**src/rtl/pu_div_seq_pkg.sv**
```systemverilog
// rtl/pu_div_seq_pkg.sv - shared types and sizing helpers for the iterative divider PU
package pu_div_seq_pkg;

   typedef enum logic [1:0] {
      IDLE = 2'd0,
      PREP = 2'd1,
      ITER = 2'd2,
      FIX  = 2'd3
   } state_t;

   // Number of ITER cycles needed to resolve w quotient bits at bpc bits per cycle.
   function automatic int calc_steps(input int w, input int bpc);
      return (w + bpc - 1) / bpc;
   endfunction

   // Counter width able to hold steps-1 (at least one bit).
   function automatic int calc_cnt_w(input int steps);
      return (steps <= 2) ? 1 : $clog2(steps);
   endfunction

   // Largest positive two's complement value of a dw-bit word.
   function automatic logic [63:0] sat_pos(input int dw);
      return (64'd1 << (dw - 1)) - 64'd1;
   endfunction

   // Most negative two's complement value of a dw-bit word (low dw bits).
   function automatic logic [63:0] sat_neg(input int dw);
      return 64'd1 << (dw - 1);
   endfunction

endpackage

```
**src/rtl/pu_div_seq_div_step.sv**
```systemverilog
// rtl/pu_div_seq_div_step.sv - combinational multi-bit restoring division stage
module div_step
   import pu_div_seq_pkg::*;
#(
   parameter int DATA_WIDTH     = 32,
   parameter int BITS_PER_CYCLE = 1
) (
   input  logic [DATA_WIDTH:0]       rem_in,
   input  logic [DATA_WIDTH-1:0]     divisor,
   input  logic [BITS_PER_CYCLE-1:0] num_bits,
   output logic [DATA_WIDTH:0]       rem_out,
   output logic [BITS_PER_CYCLE-1:0] q_bits
);

   logic [DATA_WIDTH:0] r;
   logic [DATA_WIDTH:0] t;

   // Shift in one numerator bit at a time (MSB first) and subtract when it fits.
   always_comb begin
      r      = rem_in;
      t      = '0;
      q_bits = '0;
      for (int i = BITS_PER_CYCLE - 1; i >= 0; i--) begin
         t = {r[DATA_WIDTH-1:0], num_bits[i]};
         if (t >= {1'b0, divisor}) begin
            r         = t - {1'b0, divisor};
            q_bits[i] = 1'b1;
         end else begin
            r = t;
         end
      end
      rem_out = r;
   end

endmodule

```
**src/rtl/pu_div_seq.sv**
```systemverilog
// rtl/pu_div_seq.sv - iterative signed fixed-point divider PU; PU_DIV_SAT_EN enables quotient saturation
module pu_div_seq
   import pu_div_seq_pkg::*;
#(
   parameter int DATA_WIDTH     = 32,
   parameter int ATTR_WIDTH     = 4,
   parameter int INVALID        = 0,
   parameter int FRAC_BITS      = 0,
   parameter int BITS_PER_CYCLE = 1
) (
   input  logic                  clk,
   input  logic                  rst,
   input  logic                  signal_sel,
   input  logic                  signal_wr,
   input  logic [DATA_WIDTH-1:0] data_in,
   input  logic [ATTR_WIDTH-1:0] attr_in,
   input  logic                  signal_oe,
   output logic [DATA_WIDTH-1:0] data_out,
   output logic [ATTR_WIDTH-1:0] attr_out,
   output logic                  busy
);

   localparam int W     = DATA_WIDTH + FRAC_BITS;
   localparam int STEPS = calc_steps(W, BITS_PER_CYCLE);
   localparam int NW    = STEPS * BITS_PER_CYCLE;
   localparam int CW    = calc_cnt_w(STEPS);
   localparam logic [CW-1:0] CNT_LAST = CW'(STEPS - 1);
`ifdef PU_DIV_SAT_EN
   localparam logic [DATA_WIDTH-1:0] SAT_POS = DATA_WIDTH'(sat_pos(DATA_WIDTH));
   localparam logic [DATA_WIDTH-1:0] SAT_NEG = DATA_WIDTH'(sat_neg(DATA_WIDTH));
`endif

   state_t state, state_nxt;

   logic start, load, rd;
   logic [DATA_WIDTH-1:0] numer_r, denom_r, op_n, op_d;
   logic numer_inv, denom_inv, op_inv;
   logic n_neg, q_neg, d_zero;
   logic [DATA_WIDTH-1:0] d_mag, n_mag_w, d_mag_w;
   logic [DATA_WIDTH:0] rem, rem_nxt;
   logic [NW-1:0] dq;
   logic [BITS_PER_CYCLE-1:0] q_bits;
   logic [CW-1:0] cnt;
   logic [DATA_WIDTH-1:0] q_res, r_res;
   logic inv_res;
   logic [NW:0] qx;
   logic ovf;
   logic [DATA_WIDTH-1:0] q_fix, r_fix;
   logic inv_fix;
   logic unused_attr;

   assign start   = signal_oe & signal_wr;
   assign load    = signal_wr & ~signal_oe;
   assign rd      = signal_oe & ~signal_wr;
   assign n_mag_w = op_n[DATA_WIDTH-1] ? -op_n : op_n;
   assign d_mag_w = op_d[DATA_WIDTH-1] ? -op_d : op_d;
   assign unused_attr = ^attr_in;

   div_step #(
      .DATA_WIDTH     (DATA_WIDTH),
      .BITS_PER_CYCLE (BITS_PER_CYCLE)
   ) u_step (
      .rem_in   (rem),
      .divisor  (d_mag),
      .num_bits (dq[NW-1 -: BITS_PER_CYCLE]),
      .rem_out  (rem_nxt),
      .q_bits   (q_bits)
   );

   // State register.
   always_ff @(posedge clk) begin
      if (rst) state <= IDLE;
      else     state <= state_nxt;
   end

   // Next-state logic; a start always (re)enters PREP.
   always_comb begin
      state_nxt = state;
      if (start) begin
         state_nxt = PREP;
      end else begin
         case (state)
            IDLE:    state_nxt = IDLE;
            PREP:    state_nxt = (op_d == '0) ? FIX : ITER;
            ITER:    state_nxt = (cnt == '0) ? FIX : ITER;
            FIX:     state_nxt = IDLE;
            default: state_nxt = IDLE;
         endcase
      end
   end

   // FSM outputs.
   always_comb begin
      busy = (state != IDLE);
   end

   // Operand registers; independent of any operation in flight.
   always_ff @(posedge clk) begin
      if (rst) begin
         numer_r   <= '0;
         denom_r   <= '0;
         numer_inv <= 1'b0;
         denom_inv <= 1'b0;
      end else if (load) begin
         if (signal_sel) begin
            numer_r   <= data_in;
            numer_inv <= attr_in[INVALID];
         end else begin
            denom_r   <= data_in;
            denom_inv <= attr_in[INVALID];
         end
      end
   end

   // Overflow when the exact magnitude does not fit the signed result range.
   always_comb begin
      qx  = {1'b0, dq};
      ovf = (|qx[NW:DATA_WIDTH]) |
            (qx[DATA_WIDTH-1] & (~q_neg | (|qx[DATA_WIDTH-2:0])));
   end

   // Sign correction and exception handling of the final result.
   always_comb begin
      q_fix   = q_neg ? -qx[DATA_WIDTH-1:0] : qx[DATA_WIDTH-1:0];
      r_fix   = n_neg ? -rem[DATA_WIDTH-1:0] : rem[DATA_WIDTH-1:0];
      inv_fix = op_inv | d_zero | ovf;
      if (d_zero) begin
         r_fix = op_n;
`ifdef PU_DIV_SAT_EN
         q_fix = q_neg ? SAT_NEG : SAT_POS;
`else
         q_fix = '0;
`endif
      end else if (ovf) begin
`ifdef PU_DIV_SAT_EN
         q_fix = q_neg ? SAT_NEG : SAT_POS;
`endif
      end
   end

   // Datapath: latch at start, prepare magnitudes, iterate, commit.
   always_ff @(posedge clk) begin
      if (rst) begin
         op_n    <= '0;
         op_d    <= '0;
         op_inv  <= 1'b0;
         n_neg   <= 1'b0;
         q_neg   <= 1'b0;
         d_zero  <= 1'b0;
         d_mag   <= '0;
         rem     <= '0;
         dq      <= '0;
         cnt     <= '0;
         q_res   <= '0;
         r_res   <= '0;
         inv_res <= 1'b0;
      end else begin
         if (start) begin
            op_n   <= numer_r;
            op_d   <= denom_r;
            op_inv <= numer_inv | denom_inv;
         end
         case (state)
            PREP: begin
               n_neg  <= op_n[DATA_WIDTH-1];
               q_neg  <= op_n[DATA_WIDTH-1] ^ op_d[DATA_WIDTH-1];
               d_zero <= (op_d == '0);
               d_mag  <= d_mag_w;
               dq     <= NW'(n_mag_w) << FRAC_BITS;
               rem    <= '0;
               cnt    <= CNT_LAST;
            end
            ITER: begin
               rem <= rem_nxt;
               dq  <= (dq << BITS_PER_CYCLE) | NW'(q_bits);
               cnt <= cnt - 1'b1;
            end
            FIX: begin
               if (!start) begin
                  q_res   <= q_fix;
                  r_res   <= r_fix;
                  inv_res <= inv_fix;
               end
            end
            default: ;
         endcase
      end
   end

   // Combinational read port from the committed result.
   always_comb begin
      data_out = '0;
      attr_out = '0;
      if (rd) begin
         data_out          = signal_sel ? r_res : q_res;
         attr_out[INVALID] = inv_res;
      end
   end

endmodule

```
**config.mk**
```make
export PLATFORM = sky130hd
export DESIGN_NAME = pu_div_seq
export DESIGN_NICKNAME = d
export VERILOG_FILES = /design/src/rtl/pu_div_seq_pkg.sv /design/src/rtl/pu_div_seq_div_step.sv /design/src/rtl/pu_div_seq.sv
export SDC_FILE = /design/constraint.sdc
export NUM_CORES = 1
export LEC_CHECK = 0
export ABC_AREA = 1
export CORE_AREA = 2 2 169 254
export CTS_CLUSTER_DIAMETER = 50
export CTS_CLUSTER_SIZE = 20
export DETAILED_ROUTE_END_ITERATION = 8
export DIE_AREA = 0 0 171 256
export GPL_ROUTABILITY_DRIVEN = 0
export MAX_ROUTING_LAYER = met4
export PLACE_DENSITY_LB_ADDON = 0.15
export SLEW_MARGIN = 15
export SYNTH_ARGS = -nofsm -noshare
export SYNTH_HDL_FRONTEND = slang
export SYNTH_HIERARCHICAL = 1
export SYNTH_SLANG_ARGS = --single-unit
```
**constraint.sdc**
```tcl
create_clock -name clk -period 2.43 [get_ports clk]
set_clock_uncertainty 0.05 [all_clocks]
set_input_delay 0.486 -clock clk [delete_from_list [all_inputs] [get_ports clk]]
set_output_delay 0.486 -clock clk [all_outputs]
set_load 0.01 [all_outputs]
```
* Word-level counts from Yosys, hierarchy flattened *
Cells that the tools add are included.

cells by class
  add/subtract/negate cells = 6
  order comparisons = 1
  eq/ne operators = 3
  muxes and demuxes = 18
  bitwise gates (word level) = 15
  reductions and logical operators = 11

operator list
  kind                                                  number
  two-way mux 32 bit                                    9
  negator 32 bit                                        4
  case mux 32 bit (2 select lines)                      2
  >= comparator 33 x 32 -> 1 bit                        1
  logical NOT 32 bit                                    1
  bitwise OR 32 x 1 -> 32 bit                           1
  subtractor 32 bit                                     1
  OR reduction 31 bit                                   1
  case mux 5 bit (2 select lines)                       1
  case mux 2 bit (3 select lines)                       1
  AND reduction 2 bit                                   3
  logical NOT 5 bit                                     1
  two-way mux 1 bit                                     5
  NOT 1 bit                                             5
  subtractor 5 x 1 -> 5 bit (second input constant)     1
  AND 1 bit                                             4
  equality test 2 bit (second input constant)           2
  bitwise OR 1 bit                                      4
  nonzero test 2 bit                                    2
  OR reduction 2 bit                                    2
  equality test 2 x 1 -> 1 bit (second input constant)  1
  logical NOT 2 bit                                     1
  XOR 1 bit                                             1

storage, ports and cells
  register bits after elaboration = 302
  input bits = 41
  logic and storage cells = 73

* Depth between registers and ports, before layout *
Gate-level depths: netlist of the first run.

  depth in word-level cells = 4
  gate-level depth with buffers = 17
  mapped depth without buffers = 16

* Hierarchy *
The synthesis of the first run kept the hierarchy.

by module, submodules not included
  module      instances  cells an instance  area an instance (µm²)  seq. area each (µm²)
  pu_div_seq  1          2275               15200.8                 6065.8
  div_step    1          686                3354.5                  0.0

* Worst setup path after synthesis of the first run *
Ideal clock, no wire load.

  path type = flip-flop to flip-flop
  from = reg dq[31]
  to = reg rem[28]
  library setup time = 0.132 ns
  arrival time = 1.813 ns
  path slack = 0.435 ns
  cell stages (with the launch flop) = 17
  cell sequence = dfxtp_1 -> inv_1 -> ha_1 -> fa_1 -> inv_1 -> nand2_1 -> nand2_1 -> and2_1 -> nand2_1 -> nand2_1 -> nand2_1 -> nand2_1 -> nand2_1 -> nand3_2 -> nand2_1 -> nand2_1 -> a21oi_1

on the way
  longest elaborated chain between the ends = 3
  elaborated cells between the ends (all ways) = 4
  those cells by class = 1 x add/sub; 1 x order compare; 2 x mux

RTL lines
  element                                                              line                                                  text
  start, declared                                                      pu_div_seq.sv:41                                      logic [NW-1:0] dq;
  start signal, assigned                                               pu_div_seq.sv:169                                     dq <= NW'(n_mag_w) << FRAC_BITS;
  start signal, assigned                                               pu_div_seq.sv:175                                     dq <= (dq << BITS_PER_CYCLE) | NW'(q_bits);
  subtractor 32 bit or >= comparator 33 x 32 -> 1 bit (tied branches)  pu_div_seq_div_step.sv:26, pu_div_seq_div_step.sv:25
  two-way mux 32 bit *                                                 pu_div_seq_div_step.sv:25                             if (t >= {1'b0, divisor}) begin
  via rem_nxt[28]                                                      pu_div_seq.sv:40                                      logic [DATA_WIDTH:0] rem, rem_nxt;
  case mux 32 bit (2 select lines) *                                   pu_div_seq.sv:163                                     case (state)
  end signal, assigned                                                 pu_div_seq.sv:174                                     rem <= rem_nxt;
  end, declared                                                        pu_div_seq.sv:40

Mark *: on every way through the listed nets, which the timed path passes. The rest lies on a longest branch.
A chain may end at the register's enable or synchronous reset.

* Worst setup path in the final report of the first run *
  from = in signal_oe
  to = out data_out[10]

on the way
  longest elaborated chain between the ends = 2

RTL lines
  element             line               text
  start, declared     pu_div_seq.sv:17   input logic signal_oe,
  AND 1 bit           pu_div_seq.sv:54   assign rd = signal_oe & ~signal_wr;
  two-way mux 32 bit  pu_div_seq.sv:194  if (rd) begin
  end, declared       pu_div_seq.sv:18   output logic [DATA_WIDTH-1:0] data_out,

No other way between the ends.

==> flow_summary.yaml, run 1 <==
sta:
  fin_crit_sh: 0.9734
  worst_pin_slew_ns: 0.7599
  post-route-min-period_ns: 2.365
  fin_hold_ws_ns: 0.3935
  setup_viol: 0
  hold_viol: 0
  finalMaxSlewViolations: 0
  clock.fmax_ghz: 0.4228
  slew_headroom: 0.4880
synth:
  syn_area_per_cell_sq_um: 6.273
  synth_cells: 2943
  netlist_area_sq_um: 18460
  yosysWarnings: 6
power:
  p_clk_frac: 0.353
  power_switching_mw: 4.379
  p_sw_frac: 0.3368
  p_int_mw: 8.624
  power_density_nw_per_um2: 597.9
  combPwrFrac: 0.238
  pwr-share-seq: 0.409
  cellLeakagePower_nw: 9.551
  vdd_drop_max_uv: 517.4
hold_path:
  hold_path_depth: 2
  hold_class: "reg -> reg"
  hold_path_end: "denom_r[1]"
  hp-start: "denom_r[1]"
cells_and_area:
  fin_nets: 3106
  fillers: 4241
  n_antenna_cell: 0
  syn_to_final_growth_pct: 17.80
  fin_util: 0.5219
  drive_above_1_share: 0.1289
route:
  ant_nets: 0
  wire_per_inst_um: 18.02
  drc: 0
  drt_pre_antenna_iters: 6
  vias: 19225
  drt-initial-drc-count: 1515
  drt_wl_total_um: 64960
  vias_per_cell: 5.333
clocking:
  clkTransAtPathRegs_ns: 0.08
  cts_made_buffers: 26
  clk_path_buf_depth: 3
  clock_sinks: 302
  cts_tree: "built"
  h-tree-depth: 1
  cts-root-buf: "clkbuf_16"
  insertion_delay_ns: 0.58
setup_path:
  reg2reg_slack_ns: 0.08
  crit_path_cell_trace: "clkdlybuf4s50_1 > inv_1 > or2_4 > buf_12 > a21oi_1 > clkdlybuf4s15_2"
  cpPeakStageDelay_ns: 0.48
  crit_path_end_kind: "primary output"
  crit_slowest_cell: "clkdlybuf4s50_1"
  worstSetupStartpointType: "primary input"
  path_buf_inv: 4
  worst_ep_required_time_ns: 1.89
  critPathKind: "in -> out"
  r2r_end: "rem[23]"
  crit_arrival_ns: 1.83
  rr_worst_depth: 16
  r2r_start: "d_mag[27]"
  cp_top_family: "buffers and inverters"
  cp_max_fo: 17
global_routing:
  grt_pass1_vias: 17989
  overflow: 0
  track_usage: 0.2939
  grt_antenna_before_repair: 0
  grt_max_degree: 145
  grt_pass1_wl_um: 97880
place:
  port_buffers: 71
  dp_hpwl_um: 49620
floorplan:
  row_count: 92
  initial_core_util: 0.4430
  coreArea_sq_um: 41670
  fp.dieH_um: 256
  die_w_um: 171
  dieArea_sq_um: 43780
  io_pins: 78
job:
  max_cap_violations: 0
outcome:
  status: "completed"
==> timing repair <==
item / in CTS / in global routing
resized for setup: 127 / 101
endpoints found under the setup margin: 36 / 49
setup buffers: 0 / 15
pin swaps: 0 / 23
hold buffers: 0 / 0
cloned: 0 / 4
==> per-stage QoR <==
| stage | setup TNS, ns | cell area [sq um] | setup WS [ns] | std cells | power (mW) |
|---|---|---|---|---|---|
| floorplan | 0 | 18470 | 0.4350 | 2945 | 7.313 |
| global placement | -10.32 | 20220 | -0.3336 | 3539 | 8.200 |
| detailed placement | -10.52 | 20220 | -0.3639 | 3539 | 8.232 |
| CTS | -0.0001250 | 21060 | -0.0001250 | 3586 | 12.81 |
| global route | -0.1247 | 21750 | -0.03017 | 3605 | 13.58 |
| finish | 0 | 21750 | 0.06469 | 3605 | 13.00 |
==> placed cells by master (no fill, tap or decap), drive strengths merged, types with 3 or more instances in the layout <==
cell	instances
a21o	3
a21oi	350
a31oi	23
and2	10
buf	148
clkbuf	32
clkdlybuf4s15	3
clkdlybuf4s50	36
clkinv	10
conb	3
dfxtp	302
ha	42
inv	416
nand2	808
nand3	220
nand3b	13
nand4	32
nor2	242
nor3	21
o211ai	9
o21ai	227
o221ai	6
o22ai	26
or2	5
xor2	42
==> worst reg2reg max path, cell delays in order (launching register included) <==
cell	delay, ns
dfxtp_2	0.35
inv_4	0.06
ha_4	0.28
nand2_4	0.06
nor2_4	0.12
inv_2	0.06
nor3_4	0.27
nand2_2	0.11
nor2_4	0.16
nor2_4	0.09
buf_4	0.15
nand2_4	0.09
buf_6	0.11
nand3_2	0.07
nand2_1	0.07
nand2_1	0.06
a21oi_2	0.14
==> power by group through the flow <==
stage                     clock network (mW)  registers (mW)  logic [mW]
after global routing                    4.86            5.34        3.38
after global placement                     0            5.43        2.77
after CTS                               4.68            5.31        2.81
final                                   4.59            5.32        3.09
after floorplan                            0            5.37        1.95
after detailed placement                   0            5.43        2.80
==> cell type report <==
class,instances,area (sq um),share of cell area
multi-input combinational,2089,10740,0.4939
sequential,302,6062,0.2788
timing repair buffer,191,1737,0.07986
inverter,412,1553,0.07140
tap,564,705.7,0.03245
clock buffer,29,691.9,0.03182
clock inverter,18,256.5,0.01179
==> how the worst max path moves through the flow <==
stage / start / endpoint / slack (ns) / cells past startpoint
global placement: signal_oe / data_out[12] / -0.33 / 6
detailed placement: signal_oe / data_out[19] / -0.36 / 6
global route: d_mag[8] / rem[23] / -0.03 / 18
finish: signal_oe / data_out[10] / 0.06 / 6
floorplan: dq[31] / rem[28] / 0.43 / 16
CTS: signal_oe / data_out[25] / -0.0001 / 6
==> metal layers <==
layer  routed length, um  up-vias  GRT usage
met5                   0        -          -
met4                5397        0     0.1980
met3                2952      216    0.02892
met2               32410      633     0.5060
met1               24200     8736     0.3160
li1                    -     9640          -
Note: power is estimated with default switching activity, not from simulation.
==> run 2, diff against run 1 <==
--- a/config.mk
+++ b/config.mk
@@ -6,16 +6,15 @@
 export NUM_CORES = 1
 export LEC_CHECK = 0
 export ABC_AREA = 1
-export CORE_AREA = 2 2 169 254
+export CORE_AREA = 2 2 166 250
 export CTS_CLUSTER_DIAMETER = 50
 export CTS_CLUSTER_SIZE = 20
 export DETAILED_ROUTE_END_ITERATION = 8
-export DIE_AREA = 0 0 171 256
+export DIE_AREA = 0 0 168 252
 export GPL_ROUTABILITY_DRIVEN = 0
 export MAX_ROUTING_LAYER = met4
 export PLACE_DENSITY_LB_ADDON = 0.15
 export SLEW_MARGIN = 15
 export SYNTH_ARGS = -nofsm -noshare
 export SYNTH_HDL_FRONTEND = slang
-export SYNTH_HIERARCHICAL = 1
 export SYNTH_SLANG_ARGS = --single-unit
==> flow_summary.yaml, run 2 <==
sta:
  finalMaxSlewViolations: 0
  worst_pin_slew_ns: 0.7445
  clock.fmax_ghz: 0.4246
  post-route-min-period_ns: 2.355
  setup_tns_ns: 0
  fin_crit_sh: 0.9691
  setup_viol: 0
  setup_ws_ns: 0.07503
  slew_headroom: 0.5036
  rsz0062_at_grt: "true"
  fin_hold_ws_ns: 0.3418
  hold_viol: 0
synth:
  synth_cells: 2819
  synth_common_cells: "680 x nand2_1, 402 x inv_1, 363 x a21oi_1, 302 x dfxtp_1, 234 x o21ai_0"
  netlist_area_sq_um: 17900
  ys.flop_type: "dfxtp_1"
  synthAdderAreaFrac: 0.03118
  synth.largest_area_cell: "dfxtp_1"
  synth-async-reset-ratio: 0
  synth.distinct_cells: 48
  synth-xor-area-share: 0.02007
  synth_top_family_by_area: "simple AND/OR/NAND/NOR gates"
  synth_seq_cells: 302
  synth_compound_area_frac: 0.2076
  yosysWarnings: 0
  synth_top_area_share: 0.3378
  syn_area_per_cell_sq_um: 6.348
  synth_simple_gate_area_frac: 0.2848
  ys_seq_area_frac: 0.3378
  synthTopCellsByArea: "dfxtp_1 34%, nand2_1 14%, a21oi_1 10%"
  synth.most_common_cell: "nand2_1"
  synth-edff-count: 0
  synth.area.mux_share: 0
clocking:
  cts_made_buffers: 27
  insertion_delay_ns: 0.59
  cts-root-buf: "clkbuf_16"
  cts_tree: "built"
  clk_path_buf_depth: 3
  clock_sinks: 302
  clkTransAtPathRegs_ns: 0.08
  h-tree-depth: 1
job:
  max_cap_violations: 0
cells_and_area:
  fin_util: 0.5154
  drive_above_1_share: 0.08966
  fin_nets: 2965
  layout_commonest_cell: "nand2_1"
  final_cell_mix: "671 x nand2_1, 399 x inv_1, 361 x a21oi_1, 301 x dfxtp_1, 232 x o21ai_0"
  syn_to_final_growth_pct: 15.12
  n_antenna_cell: 0
setup_path:
  crit_path_cell_trace: "inv_1 > ha_1 > nand2_2 > nor2_4 > nand2_1 > nor2_2 > nand3_1 > nand3_1 > nor2_2 > nand2_2 > nand2_1 > buf_4 > a31oi_1"
  worstSetupStartpointType: "flip-flop"
  rr_worst_depth: 13
  r2r_start: "d_mag[19]"
  r2r_end: "dq[0]"
  critPathKind: "reg -> reg"
  reg2reg_slack_ns: 0.08
  crit_slowest_cell: "ha_1"
  cpPeakStageDelay_ns: 0.35
  crit_arrival_ns: 2.81
  crit_path_end_kind: "flip-flop"
  worst_ep_required_time_ns: 2.89
  cp_top_family: "simple AND/OR/NAND/NOR gates"
  path_buf_inv: 2
  cp_max_fo: 4
floorplan:
  io_pins: 78
  row_count: 90
  coreArea_sq_um: 39980
  fp.dieH_um: 252
  dieArea_sq_um: 42340
  die_w_um: 168
  initial_core_util: 0.4477
outcome:
  status: "completed"
route:
  drt-initial-drc-count: 1391
  ant_nets: 0
  vias: 18384
  vias_per_cell: 5.398
  drt_wl_total_um: 61460
  drc: 0
  drt_pre_antenna_iters: 8
  wire_per_inst_um: 18.04
hold_path:
  hp-start: "rst"
  hold_class: "in -> reg"
  hold_path_depth: 4
  hold_path_end: "d_mag[8]"
global_routing:
  grt_antenna_before_repair: 0
  grt_pass1_wl_um: 94590
  grt_max_degree: 146
  track_usage: 0.2930
  overflow: 0
  grt_pass1_vias: 17303
place:
  dp_hpwl_um: 48190
  pre_cts_ws_ns: -0.3617
  port_buffers: 71
power:
  total_power_mw: 12.60
  power_density_nw_per_um2: 611.4
  cellLeakagePower_nw: 9.192
  vdd_drop_max_uv: 472.5
## run 2: changes by cell type in the layout (fill, tap and decap cells not counted), moves of 16 or more
| cell | before | now |
|---|---|---|
| nand2_1 | 773 | 671 |
| nor2_1 | 215 | 173 |
| o21ai_0 | 204 | 232 |
| inv_2 | 29 | 6 |
| ha_1 | 12 | 34 |
| a21oi_1 | 340 | 361 |
| ha_4 | 29 | 8 |
| inv_1 | 378 | 399 |
| xor2_1 | 42 | 25 |
| xnor2_1 | 0 | 16 |
## run 2: cells by family after synthesis
group,after synthesis
buffers and inverters,549
flip-flops,302
AO/OA/AOI/OAI,698
AND/OR/NAND/NOR,1184
adder cells (fa/ha/maj),44
other,1
XOR/XNOR,41
## run 2: worst register-to-register path, delay by kind of cell (launching register included)
family	cells	cell delay, ns
and+or+nand+nor	9	1.09
adders and majority gates	1	0.35
AOI/OAI and AO/OA	1	0.17
DFF	1	0.34
buffers and inverters	2	0.28
## run 2: cell type report
type | instances | area [sq um]
Tap cell | 506 | 633.1
Timing Repair Buffer | 172 | 1562
Clock inverter | 19 | 219.0
Sequential cell | 302 | 6047
Inverter | 407 | 1529
Multi-Input combinational cell | 1970 | 9906
Fill cell | 4134 | 19370
Clock buffer | 30 | 706.9
## run 2: routing by layer
layer	vias up	wire, um	global-route usage
met5	-	0	-
met1	8363	23110	0.3088
met4	0	4624	0.1933
li1	9296	-	-
met3	188	2384	0.02525
met2	537	31340	0.5228
## run 2: worst max-delay path by stage
stage	startpoint	to	slack, ns	cells past startpoint
CTS	d_mag[30]	rem[9]	0.005	11
global placement	signal_oe	data_out[26]	-0.32	6
floorplan	rem[15]	rem[23]	0.42	13
detailed placement	signal_oe	data_out[23]	-0.36	6
global route	d_mag[21]	dq[0]	-0.09	13
finish	d_mag[19]	dq[0]	0.08	13
## run 2: report_power, final
group          switching, mW  internal [mW]  leakage [nW]  total, mW
clock network           2.16           2.31         0.441       4.47
logic                   1.85          0.946          6.29       2.80
registers              0.177           5.15          2.46       5.33
## run 2: what timing repair did
item / in CTS / in global routing
setup endpoints to repair: 34 / 67
endpoints found under the hold margin: 0 / 0
cloned: 1 / 0
setup buffers: 0 / 0
hold buffers: 0 / 0
resized for setup: 97 / 35
## run 2: through the flow
step                      area (sq um)  cells
after floorplan                  17900   2821
after global placement           19580   3356
after detailed placement         19580   3356
after CTS                        20440   3406
after global routing             20600   3406
final                            20600   3406
==> run 3, diff against run 2 <==
--- a/config.mk
+++ b/config.mk
@@ -11,6 +11,7 @@
 export CTS_CLUSTER_SIZE = 20
 export DETAILED_ROUTE_END_ITERATION = 8
 export DIE_AREA = 0 0 168 252
+export DONT_BUFFER_PORTS = 1
 export GPL_ROUTABILITY_DRIVEN = 0
 export MAX_ROUTING_LAYER = met4
 export PLACE_DENSITY_LB_ADDON = 0.15
==> flow_summary.yaml, run 3 (synthesis gave the netlist of run 2 again) <==
setup_path:
  crit_path_cell_trace: "inv_1 > ha_2 > nand2_1 > inv_1 > a21oi_1 > nand2_1 > nand2_1 > nand3_1 > nor2_2 > nand2_2 > buf_12 > nand2_1 > nand3_1 > a21oi_1"
  r2r_start: "d_mag[24]"
  crit_arrival_ns: 2.78
  worst_ep_required_time_ns: 2.87
  path_common_cell: "nand2_1"
  path_depth: 14
  crit_start: "d_mag[24]"
  crit_slowest_cell: "ha_2"
  critPathKind: "reg -> reg"
  rr_worst_depth: 14
  cp_max_fo: 19
  worstSetupStartpointType: "flip-flop"
  cpPeakStageDelay_ns: 0.34
  path_buf_inv: 3
  reg2reg_slack_ns: 0.09
  cp_top_family: "simple AND/OR/NAND/NOR gates"
  crit_path_end_kind: "flip-flop"
power:
  total_power_mw: 12.50
  vdd_drop_max_uv: 548.2
  cellLeakagePower_nw: 8.718
  power_density_nw_per_um2: 632.2
route:
  vias_per_cell: 5.503
  drt_pre_antenna_iters: 7
  drt-initial-drc-count: 1352
  drt_wl_total_um: 61860
  wire_per_inst_um: 18.66
  ant_nets: 0
  vias: 18243
  drc: 0
clocking:
  cts_made_buffers: 26
  clk_path_buf_depth: 3
  cts-root-buf: "clkbuf_16"
  h-tree-depth: 1
  clkTransAtPathRegs_ns: 0.08
  insertion_delay_ns: 0.58
  cts_tree: "built"
  clock_sinks: 302
sta:
  finalMaxSlewViolations: 0
  post-route-min-period_ns: 2.340
  hold_viol: 0
  setup_ws_ns: 0.09046
  rsz0062_at_grt: "true"
  slew_headroom: 0.4824
  worst_pin_slew_ns: 0.7755
  clock.fmax_ghz: 0.4274
  fin_crit_sh: 0.9628
  setup_viol: 0
place:
  dpl_cell_area_sq_um: 18620
  pre_cts_ws_ns: 0.02866
  port_buffers: 0
  dp_hpwl_um: 47680
cells_and_area:
  fin_nets: 2876
  fin_util: 0.4946
  finish.instance_area_sq_um: 19770
  n_antenna_cell: 0
  layout_commonest_cell: "nand2_1"
  drive_above_1_share: 0.07796
  final_cell_mix: "668 x nand2_1, 400 x inv_1, 362 x a21oi_1, 298 x dfxtp_1, 232 x o21ai_0"
  syn_to_final_growth_pct: 10.47
outcome:
  status: "completed"
global_routing:
  grt_max_degree: 107
  overflow: 0
  grt_pass1_vias: 16901
  track_usage: 0.2906
  grt_antenna_before_repair: 0
  grt_pass1_wl_um: 93760
floorplan:
  io_pins: 78
  fp.dieH_um: 252
  initial_core_util: 0.4477
  die_w_um: 168
  coreArea_sq_um: 39980
  row_count: 90
  dieArea_sq_um: 42340
hold_path:
  hold_path_depth: 3
  hold_class: "in -> reg"
  hp-start: "rst"
job:
  max_cap_violations: 0
## run 3: cell count changes in the layout (fill, tap and decap cells not counted), sizes merged, moves of 3 or more
cell	delta
buf	-40
clkbuf	-5
clkdlybuf4s15	-3
clkdlybuf4s50	-35
clkinvlp	-3
dlygate4sd2	-11
dlygate4sd3	+5
## run 3: per-stage QoR
step,hold WS [ns],std cells,TNS [ns]
floorplan,0.3705,2821,0
global placement,0.3798,3262,0
detailed placement,0.3828,3262,0
CTS,0.002917,3315,0
global route,0.02013,3315,-0.09939
finish,0.01651,3315,0
## run 3: area by class of cell
class | instances | area [sq um]
clock inverters | 19 | 257.7
clock buffers | 27 | 664.4
inverters | 407 | 1529
well taps | 506 | 633.1
repair buffers | 84 | 754.5
flip-flops and latches | 302 | 6051
fillers | 4163 | 20210
multi-input cells | 1970 | 9881
## run 3: report_power, final
part           leakage, nW  switching, mW  internal, mW  total, mW
sequential            2.46          0.168          5.15       5.32
clock                0.446           2.19          2.32       4.50
combinational         5.81           1.81         0.861       2.68
total                 8.72           4.17          8.33       12.5
## run 3: timing repair
item / 4_1_cts / 5_1_grt
pin swaps: 0 / 1
hold buffers: 7 / 0
hold endpoints to repair: 110 / 0
cloned: 0 / 0
buffers inserted: 0 / 0
gates resized for setup: 1 / 37
setup endpoints to repair: 2 / 40
## run 3: worst register-to-register path, cell delays in order (launching register included)
cell and delay, ns:
dfxtp_1 0.31, inv_1 0.14, ha_2 0.34, nand2_1 0.11
inv_1 0.08, a21oi_1 0.20, nand2_1 0.10, nand2_1 0.07
nand3_1 0.07, nor2_2 0.17, nand2_2 0.13, buf_12 0.18
nand2_1 0.11, nand3_1 0.07, a21oi_1 0.13
## run 3: layer usage
| layer | share of wire | global-route usage | wire length (um) | vias up |
|---|---|---|---|---|
| li1 | - | - | - | 9111 |
| met1 | 0.38 | 0.3083 | 23480 | 8416 |
| met2 | 0.51 | 0.5211 | 31560 | 535 |
| met3 | 0.038 | 0.02337 | 2343 | 181 |
| met4 | 0.072 | 0.1841 | 4481 | 0 |
| met5 | 0 | - | 0 | - |
## run 3: path summary, 6_finish.rpt
check,end
worst min-delay path,d_mag[26]
worst max-delay path,rem[18]
worst max register to register,rem[18]
worst min register to register,numer_r[14]
